<file path="config.mk">
export PLATFORM = sky130hd
export DESIGN_NAME = spell_mem_router
export DESIGN_NICKNAME = d
export VERILOG_FILES = /design/src/rtl/spell_mem_router.sv
export SDC_FILE = /design/constraint.sdc
export NUM_CORES = 1
export LEC_CHECK = 0
export CELL_PAD_IN_SITES_DETAIL_PLACEMENT = 1
export CELL_PAD_IN_SITES_GLOBAL_PLACEMENT = 1
export CORE_ASPECT_RATIO = 1.1
export CORE_UTILIZATION = 30
export CTS_BUF_LIST = sky130_fd_sc_hd__clkbuf_4 sky130_fd_sc_hd__clkbuf_8
export CTS_CLUSTER_DIAMETER = 120
export DETAILED_ROUTE_END_ITERATION = 8
export GPL_ROUTABILITY_DRIVEN = 0
export PLACE_DENSITY_LB_ADDON = 0.05
export RECOVER_POWER = 50
export SYNTH_ARGS = -nofsm -noshare
export SYNTH_HDL_FRONTEND = slang
export SYNTH_SLANG_ARGS = --single-unit
</file>
<file path="constraint.sdc">
create_clock -name clk -period 2 [get_ports clk]
set_input_delay 0.4 -clock clk [delete_from_list [all_inputs] [get_ports clk]]
set_output_delay 0.4 -clock clk [all_outputs]
set_load 0.02 [all_outputs]
</file>
<file path="src/rtl/spell_mem_router.sv">
// Registered spell-core memory front end: decodes one request at a time to
// internal memory or the IO window and waits for completion with a bounded timeout.
module spell_mem_router #(
  parameter int ADDR_W   = 8,
  parameter int DATA_W   = 8,
  parameter int IO_BASE  = 'h20,
  parameter int IO_LIMIT = 'h60,
  parameter int TIMEOUT  = 16
) (
  input  logic              clk,
  input  logic              rst,
  input  logic              select,
  input  logic [ADDR_W-1:0] addr,
  input  logic [DATA_W-1:0] data_in,
  input  logic              memory_type_data,
  input  logic              write,
  output logic [DATA_W-1:0] data_out,
  output logic              data_ready,
  output logic              bus_error,
  input  logic              err_clear,
  output logic              mem_select,
  output logic [ADDR_W-1:0] mem_addr,
  output logic [DATA_W-1:0] mem_wdata,
  output logic              mem_type_data,
  output logic              mem_write,
  input  logic [DATA_W-1:0] mem_rdata,
  input  logic              mem_ready,
  output logic              io_select,
  output logic [ADDR_W-1:0] io_addr,
  output logic [DATA_W-1:0] io_wdata,
  output logic              io_write,
  input  logic [DATA_W-1:0] io_rdata,
  input  logic              io_ready
);

  localparam int CNT_W = (TIMEOUT < 1) ? 1 : $clog2(TIMEOUT + 1);
  localparam logic [CNT_W-1:0] CNT_LAST = CNT_W'(TIMEOUT - 1);
  // One extra bit so an IO_LIMIT of 2^ADDR_W is representable.
  localparam logic [ADDR_W:0] BASE_X = (ADDR_W + 1)'(IO_BASE);
  localparam logic [ADDR_W:0] LIM_X  = (ADDR_W + 1)'(IO_LIMIT);

  typedef enum logic [1:0] {IDLE, WAIT, RESP, RELEASE} state_t;

  state_t            state, state_d;
  logic [ADDR_W-1:0] lat_addr;
  logic [DATA_W-1:0] lat_wdata;
  logic              lat_write, lat_type, lat_io;
  logic [CNT_W-1:0]  cnt;
  logic              is_io, tgt_ready, timeout_hit;
  logic [DATA_W-1:0] tgt_rdata;

  assign is_io = memory_type_data && ({1'b0, addr} >= BASE_X) && ({1'b0, addr} < LIM_X);
  assign tgt_ready = lat_io ? io_ready : mem_ready;
  assign tgt_rdata = lat_io ? io_rdata : mem_rdata;
  // Ready in the last wait cycle beats the timeout.
  assign timeout_hit = (state == WAIT) && !tgt_ready && (cnt == CNT_LAST);

  always_ff @(posedge clk or posedge rst) begin
    if (rst) state <= IDLE;
    else     state <= state_d;
  end

  always_comb begin
    state_d    = state;
    data_ready = 1'b0;
    mem_select = 1'b0;
    io_select  = 1'b0;
    case (state)
      IDLE:    if (select) state_d = WAIT;
      WAIT: begin
        mem_select = !lat_io;
        io_select  = lat_io;
        if (tgt_ready || timeout_hit) state_d = RESP;
      end
      RESP: begin
        data_ready = 1'b1;
        state_d    = select ? RELEASE : IDLE;
      end
      RELEASE: if (!select) state_d = IDLE;
      default: state_d = IDLE;
    endcase
  end

  always_ff @(posedge clk or posedge rst) begin
    if (rst) begin
      lat_addr  <= '0;
      lat_wdata <= '0;
      lat_write <= 1'b0;
      lat_type  <= 1'b0;
      lat_io    <= 1'b0;
      cnt       <= '0;
      data_out  <= '0;
    end else begin
      case (state)
        IDLE: if (select) begin
          lat_addr  <= addr;
          lat_wdata <= data_in;
          lat_write <= write;
          lat_type  <= memory_type_data;
          lat_io    <= is_io;
          cnt       <= '0;
        end
        WAIT: begin
          if (tgt_ready) begin
            if (!lat_write) data_out <= tgt_rdata;
          end else if (timeout_hit) begin
            if (!lat_write) data_out <= '1;
          end else begin
            cnt <= cnt + CNT_W'(1);
          end
        end
        default: ;
      endcase
    end
  end

  always_ff @(posedge clk or posedge rst) begin
    if (rst)              bus_error <= 1'b0;
    else if (timeout_hit) bus_error <= 1'b1;
    else if (err_clear)   bus_error <= 1'b0;
  end

  assign mem_addr      = lat_addr;
  assign mem_wdata     = lat_wdata;
  assign mem_type_data = lat_type;
  assign mem_write     = lat_write;
  assign io_addr       = lat_addr;
  assign io_wdata      = lat_wdata;
  assign io_write      = lat_write;

endmodule

</file>
* Word level (Yosys, flattened, before mapping)
Index checks and enable logic that the tools add are counted.
** Storage, ports and cells
- Bits in registers :: 35
- Latch bits :: 0
- RAM bits :: 0
- Memory bits (read-only) :: 0
- Input bits :: 40
- Output and inout port bits :: 47
- Logic and storage cells :: 58
- Memories :: 0
** Operators by class
- Add/subtract/negate cells :: 1
- Multiply operators :: 0
- Div/mod/pow operators :: 0
- Magnitude comparators :: 2
- Equal/unequal tests :: 11
- Shift operators :: 0
- Multiplexer cells :: 20
- Bitwise operators :: 0
- Reduce and logical (&&, ||, !) cells :: 15
** Operator list (count)
- $mux W8 :: 5
- $mux W5 :: 3
- $ne A2 B2 Y1 const B :: 6
- $pmux W5 S2 :: 1
- $ge A8 B6 Y1 const B :: 1
- $lt A8 B7 Y1 const B :: 1
- $mux W2 :: 4
- $pmux W2 S4 :: 1
- $reduce_and A4 Y1 :: 2
- $mux W1 :: 6
- $reduce_bool A2 Y1 :: 3
- $add A5 B1 Y5 const B :: 1
- $eq A5 B4 Y1 const B :: 1
- $eq A2 B2 Y1 const B :: 2
- $logic_and A1 B1 Y1 :: 4
- $reduce_and A3 Y1 :: 1
- $eq A2 B1 Y1 const B :: 1
- $logic_not A1 Y1 :: 2
- $logic_not A2 Y1 :: 1
- $ne A2 B1 Y1 const B :: 1
- $reduce_and A2 Y1 :: 1
- $logic_or A1 B1 Y1 :: 1

* Depth between registers and ports, before layout
Gate-level depths: netlist (run 1).
- Word-level depth :: 7
- Depth in mapped cells :: 6
- Gate-level depth less buffers :: 6

* Worst setup path before layout (run 1)
No wires, ideal clock.
- Path type :: reg2reg
- From :: register cnt[0]
- To :: register cnt[4]
- Library setup time :: 0.125 ns
- Arrival time :: 1.710 ns
- Data required time :: 1.875 ns
- Setup slack :: 0.166 ns
- Stages on the path, launching flop included :: 7
- Path buffers :: 0
- Period minus slack after synthesis :: 1.834 ns
- Path through :: dfrtp_1 > ha_1 > and3_1 > ha_1 > nor3b_1 > a21oi_1 > mux2_2
** Between the ends
- Word-level cells in the longest chain between the ends :: 4
- Elaborated cells on any way between the ends :: 8
- Classes of those cells :: 1 x add/sub; 2 x eq/ne; 3 x mux; 2 x reduce/logical
** Ends and longest elaborated chain
- from (decl) :: RTL line 48 : logic [CNT_W-1:0] cnt;
- from (signal assigned) :: RTL line 109 : cnt <= cnt + CNT_W'(1);
- $add A5 B1 Y5 or $eq A5 B4 Y1 (tied branches) :: RTL line 109, 56
- $mux W5 or $logic_and A1 B1 Y1 (tied branches) :: RTL line 106, 56
- $mux W5 or $ne A2 B2 Y1 (tied branches)
- $pmux W5 S2 or $reduce_and A4 Y1 (tied branches)
Parallel ways exist; a longest one is shown, timed or not. The select of a mux whose other input is x is not followed.
A chain may end at the register's enable or synchronous reset.

* Worst setup path in the final report (run 1)
Ends and elaborated chain as after synthesis.

==> results.yml, run 1 <==
run_status:
  status: "finished, final reports clean"
layout:
  finalNetCount: 271
  drive_gt1_share_pct: 20.0
  synthToLayoutAreaGrowth_pct: 61.6
  num_antenna_cells: 0
  nFillCells: 586
  final_common_cell: "clkdlybuf4s50_1"
  mostFrequentLayoutCells: "80 x clkdlybuf4s50_1, 35 x dfrtp_1, 25 x mux2_2"
worst_setup_path:
  reg2regPathDepth: 6
  crit_slowest_cell: "dfrtp_1"
  worstPathArrival_ns: 2.11
  crit_chain: "ha_1, and3_1, ha_1, nor3b_1, a21oi_1, mux2_2"
  reg2reg_from: "cnt[0]"
  endpoint_kind: "flip-flop"
  r2r-end: "cnt[4]"
  worst-r2r-setup-slack_ns: 0.06
  required_ns: 2.17
  critPathMaxFanout: 3
  path_class: "flip-flop to flip-flop"
  cp_common_cell: "ha_1"
  cp_slowest_stage_delay_ns: 0.40
  startpoint_type: "flip-flop"
grt:
  overflow: 0
  grt_pass1_vias: 1446
  grt_max_degree: 36
  gr-usage-met2_pct: 28.2
  antenna_found_initial: 0
  grt_pass1_wl_mm: 6.96
  grtUsageMet1_pct: 17.4
  busiest_layer: "met2"
  grt_usage_pct: 15.5
  use_met3_pct: 4.47
die:
  ioPinCount: 87
  die_x_um: 73.9
  start_util_pct: 31.4
  rows: 28
  core_area_mm2: 0.00543
  dieArea_mm2: 0.00599
  die_h_um: 81.1
sta:
  tightest_slew_ns: 0.876
  hold_viol: 0
  whs_ns: 0.478
  slew_headroom_pct: 41.6
  fmax_mhz: 515
  rsz0062_at_grt: "yes"
  drv_slew: 0
  setup_tns_ns: 0
  finalSetupViolations: 0
  min_period_over_period_pct: 97.1
  fin_crit_ns: 1.94
  skew_ns: 0.00653
power_and_ir_drop:
  p_total_uw: 4410
  p_leak_uw: 0.00118
  ir_worst_vdd_mv: 0.797
  power.density_mw_per_mm2: 1600
logic_synthesis:
  synth_seq_cells: 35
  syn_inst: 144
  synth_fp_nets: 186
  synthFlopType: "dfrtp_1"
  synth_area_leaders: "dfrtp_1 51%, mux2_2 17%, buf_4 7.5%"
  avgSynthCellArea_um2: 11.8
  synth_top_area_cell: "dfrtp_1"
  async_reset_ff_share_pct: 100
  syn_area_mm2: 0.00171
  synth_cell_type_count: 24
  synth_edf_count: 0
  yosys_warnings: 0
  yosys.area.top_type_share_pct: 51.4
  ys_seq_area_share_pct: 51.4
cts:
  cts_max_path_buffers: 2
  cts_buffers: 5
  clk_latency_ns: 0.29
  path_clk_slew_ns: 0.07
  cts_tree: "done"
  cts-root-buf: "clkbuf_8"
  htree_levels: 2
  cts_sinks: 35
hold_path:
  hp-class: "flip-flop to flip-flop"
  hold_depth: 1
  min_from: "cnt[3]"
  hold_end: "cnt[3]"
job:
  cap_violations: 0
detailed_routing:
  remaining_drc_errors: 0
  antenna_left: 0
  first_pass_iters: 4
  drt-vias-per-instance: 4.56
  drt_wl_total_mm: 4.51
  first_iter_violations: 17
  vias: 1390
  wl_per_cell_um: 14.8
place:
  dp.final_hpwl_mm: 3.47
  io_buffers: 86
[worst max-delay path, delay by kind of cell (launching register included)]
family	cells	cell delay, ns
flip-flops	1	0.40
AND/OR/NAND/NOR	2	0.46
AO/OA/AOI/OAI	1	0.20
adder cells (fa/ha/maj)	2	0.43
multiplexers	1	0.33
[layer usage]
metal | part of all wire, % | wire (µm) | vias up
met3 | 6.3 | 285 | 4
met5 | 0 | 0 | -
met4 | 0.69 | 31 | 0
met1 | 39 | 1770 | 692
met2 | 54 | 2420 | 54
li1 | - | - | 640
[power breakdown]
group	switching, µW	internal [µW]
Clock	268	497
Sequential	232	1010
Combinational	1140	1270
Total	1640	2770
[cell usage after synthesis, types with 3 or more instances]
| master | n |
|---|---|
| nor2_1 | 8 |
| mux2_2 | 25 |
| buf_4 | 17 |
| nand2b_1 | 4 |
| dfrtp_1 | 35 |
| nand3_1 | 3 |
| a32oi_1 | 5 |
| o22ai_1 | 3 |
| mux2i_1 | 7 |
| inv_1 | 14 |
[area by class of cell]
class	count	area, µm²	area share, %
Tap cell	75	93.8	3.40
Clock buffer	5	68.8	2.50
Sequential cell	35	876	31.8
Inverter	14	52.6	1.91
Multi-Input combinational cell	75	636	23.1
Timing Repair Buffer	98	962	34.9
Clock inverter	3	67.6	2.45
[timing repair]
item / in CTS / in global routing
pin swaps: 0 / 1
buffers inserted: 0 / 2
resized for setup: 2 / 1
hold buffers: 0 / 0
endpoints found under the setup margin: 2 / 4
[how the worst max path moves through the flow]
stage | start | end | slack [ns] | cells after the start
finish | cnt[0] | cnt[4] | 0.06 | 6
global route | cnt[1] | data_out[1] | -0.02 | 7
CTS | cnt[0] | cnt[4] | 0.07 | 6
detailed placement | io_ready | data_out[1] | -0.02 | 4
global placement | io_ready | data_out[0] | 0.05 | 4
floorplan | cnt[0] | cnt[4] | 0.17 | 6
[stage by stage]
stage	instance area, µm²	util [%]	instances	setup slack [ns]
final	2760	50.8	305	0.0572
after global routing	2760	50.8	305	-0.0154
after CTS	2750	50.6	303	0.0695
after detailed placement	2610	48.1	295	-0.0203
after global placement	2610	48.1	295	0.0497
after floorplan	1710	-	144	0.166
[sequential cells by signal (all words and copies together) (netlist names)]
name	cells
bus_error	1
cnt	5
data_out	8
io_addr	8
io_wdata	8
io_write	1
lat_io	1
mem_type_data	1
state	2
[cell families (layout without fill, tap and decap cells)]
logic type               after synthesis  count (layout)  synth area share [%]
AO/OA/AOI/OAI                         15              15                  6.90
XOR/XNOR                               1               1                 0.514
adder cells (fa/ha/maj)                2               2                  1.47
flip-flops                            35              35                  51.4
AND/OR/NAND/NOR                       25              25                  7.78
buffers and inverters                 34             120                  11.4
multiplexers                          32              32                  20.6
Note: power is estimated with default switching activity, not from simulation.
==> run 2: changes to the inputs <==
--- a/config.mk
+++ b/config.mk
@@ -7,7 +7,7 @@
 export LEC_CHECK = 0
 export CELL_PAD_IN_SITES_DETAIL_PLACEMENT = 1
 export CELL_PAD_IN_SITES_GLOBAL_PLACEMENT = 1
-export CORE_ASPECT_RATIO = 1.1
+export CORE_ASPECT_RATIO = 0.5
 export CORE_UTILIZATION = 30
 export CTS_BUF_LIST = sky130_fd_sc_hd__clkbuf_4 sky130_fd_sc_hd__clkbuf_8
 export CTS_CLUSTER_DIAMETER = 120
==> run 2 against run 1 <==
  * Fmax grew 2.5%
  * Utilization increased by 1.7 points
  * Highest routed layer unchanged
  * Critical endpoint is now data_out[2]
  * Sequential share of layout area grew 0.45 points
==> results.yml, run 2 (synthesis gave the netlist of run 1 again) <==
cts:
  cts-root-buf: "clkbuf_8"
  clk_latency_ns: 0.28
  cts_buffers: 5
  cts_tree: "done"
  hold_buffers: 0
  path_clk_slew_ns: 0.07
  cts_max_path_buffers: 2
  htree_levels: 2
  cts_sinks: 35
layout:
  nFillCells: 566
  stdcell_count: 304
  finalNetCount: 275
  final_common_cell: "clkdlybuf4s50_1"
  drive_gt1_share_pct: 20.5
  multiInputGateArea_um2: 638
  mostFrequentLayoutCells: "77 x clkdlybuf4s50_1, 35 x dfrtp_1, 25 x mux2_2"
  num_antenna_cells: 0
  seq_area_um2: 876
  synthToLayoutAreaGrowth_pct: 59.4
grt:
  antenna_found_initial: 0
  use_met3_pct: 5.19
  grt_pass1_wl_mm: 7.16
  grt_usage_pct: 15.6
  busiest_layer: "met2"
  overflow: 0
  grtUsageMet1_pct: 19.3
  gr-usage-met2_pct: 25.9
  grt_pass1_vias: 1554
  grt_max_degree: 24
sta:
  slew_headroom_pct: 54.8
  setup_tns_ns: 0
  fin_crit_ns: 1.89
  hold_viol: 0
  rsz0062_at_grt: "no"
  min_period_over_period_pct: 94.7
  finalSetupViolations: 0
  drv_slew: 0
  tightest_slew_ns: 0.678
  fmax_mhz: 528
  skew_ns: 0.00269
  whs_ns: 0.476
  setup_slack_ns: 0.105
power_and_ir_drop:
  p_leak_uw: 0.00117
  p_int_uw: 2590
  p_comb_share_pct: 56.9
  switching_share_pct: 38.1
  p_total_uw: 4190
  power.density_mw_per_mm2: 1540
  clockPowerShare_pct: 13.8
  switchingPower_uw: 1600
  ir_worst_vdd_mv: 0.785
  power_frac_seq_pct: 29.4
die:
  start_util_pct: 32.9
  dieArea_mm2: 0.00601
  die_h_um: 55.3
  rows: 18
  die_x_um: 109
  ioPinCount: 87
  core_area_mm2: 0.00518
job:
  cap_violations: 0
detailed_routing:
  drt-vias-per-instance: 4.47
  antenna_left: 0
  vias: 1360
  wl_per_cell_um: 14.0
  drt_wl_total_mm: 4.27
  first_pass_iters: 3
  first_iter_violations: 42
  remaining_drc_errors: 0
worst_setup_path:
  crit_path_start: "cnt[1]"
  startpoint_type: "flip-flop"
  critPathMaxFanout: 6
  required_ns: 2.17
  reg2regPathDepth: 7
  r2r-end: "data_out[2]"
  reg2reg_from: "cnt[1]"
  path_class: "flip-flop to flip-flop"
  worst-r2r-setup-slack_ns: 0.11
  worstPathArrival_ns: 2.06
  endpoint_kind: "flip-flop"
place:
  io_buffers: 86
  dp_cells: 293
  pre_cts_ws_ns: 0.0123
  dp.final_hpwl_mm: 3.34
hold_path:
  hold_depth: 1
  hp-class: "flip-flop to flip-flop"
  min_from: "cnt[3]"
  hold_end: "cnt[3]"
run_status:
  status: "finished, final reports clean"
run 2: cell types whose count changed in the layout (fill, tap and decap cells not counted), moves of 2 or more:
cell / delta
clkbuf_1: +4
clkdlybuf4s50_1: -3
dlygate4sd3_1: +2
bufinv_16: -2
clkbuf_8: +2
run 2: power by group through the flow:
stage,combinational (µW),sequential (µW),clock (µW)
finish,2380,1230,577
global route,2540,1280,641
CTS,2440,1250,598
detailed placement,2440,1250,0
global placement,2400,1240,0
floorplan,1120,1530,0
run 2: worst max path at each step:
stage,end,depth (start not counted)
2_1_floorplan,cnt[4],6
3_3_place_gp,cnt[4],5
3_5_place_dp,data_out[7],5
4_1_cts,data_ready,3
5_1_grt,data_out[0],7
6_report,data_out[2],7
run 2: layout make-up:
type	instances	share of cell area [%]
clock buffers	8	3.82
inverters	14	1.93
multi-input cells	75	23.5
flip-flops and latches	35	32.2
well taps	70	3.22
repair buffers	102	35.3
run 2: metal layers:
| metal | up-vias | wire, µm |
|---|---|---|
| li1 | 657 | - |
| met1 | 646 | 1920 |
| met2 | 52 | 1980 |
| met3 | 5 | 329 |
| met4 | 0 | 34 |
| met5 | - | 0 |
run 2: critical path, cell delays in order, from the launching register on:
cell and delay (ns):
dfrtp_1 0.38, ha_1 0.18, and3_1 0.19, ha_2 0.21, inv_1 0.08, a211oi_4 0.22
buf_4 0.18, mux2_2 0.34
run 2: stage by stage:
| step | utilization [%] | area, µm² |
|---|---|---|
| final | 52.5 | 2720 |
| after global routing | 52.5 | 2720 |
| after CTS | 52.7 | 2730 |
| after detailed placement | 50.7 | 2630 |
| after global placement | 50.7 | 2630 |
| after floorplan | - | 1710 |
run 2: repair_timing:
action	CTS	global route
endpoints found under the setup margin	2	10
pin swaps	0	1
gates resized for setup	2	3
setup buffers	0	3
==> run 3: changes to the inputs <==
--- a/config.mk
+++ b/config.mk
@@ -8,9 +8,9 @@
 export CELL_PAD_IN_SITES_DETAIL_PLACEMENT = 1
 export CELL_PAD_IN_SITES_GLOBAL_PLACEMENT = 1
 export CORE_ASPECT_RATIO = 0.5
+export CORE_MARGIN = 1
 export CORE_UTILIZATION = 30
 export CTS_BUF_LIST = sky130_fd_sc_hd__clkbuf_4 sky130_fd_sc_hd__clkbuf_8
-export CTS_CLUSTER_DIAMETER = 120
 export DETAILED_ROUTE_END_ITERATION = 8
 export GPL_ROUTABILITY_DRIVEN = 0
 export PLACE_DENSITY_LB_ADDON = 0.05
==> results of run 3 <==
The final DEF is identical to that of run 2; final timing and power are the same.
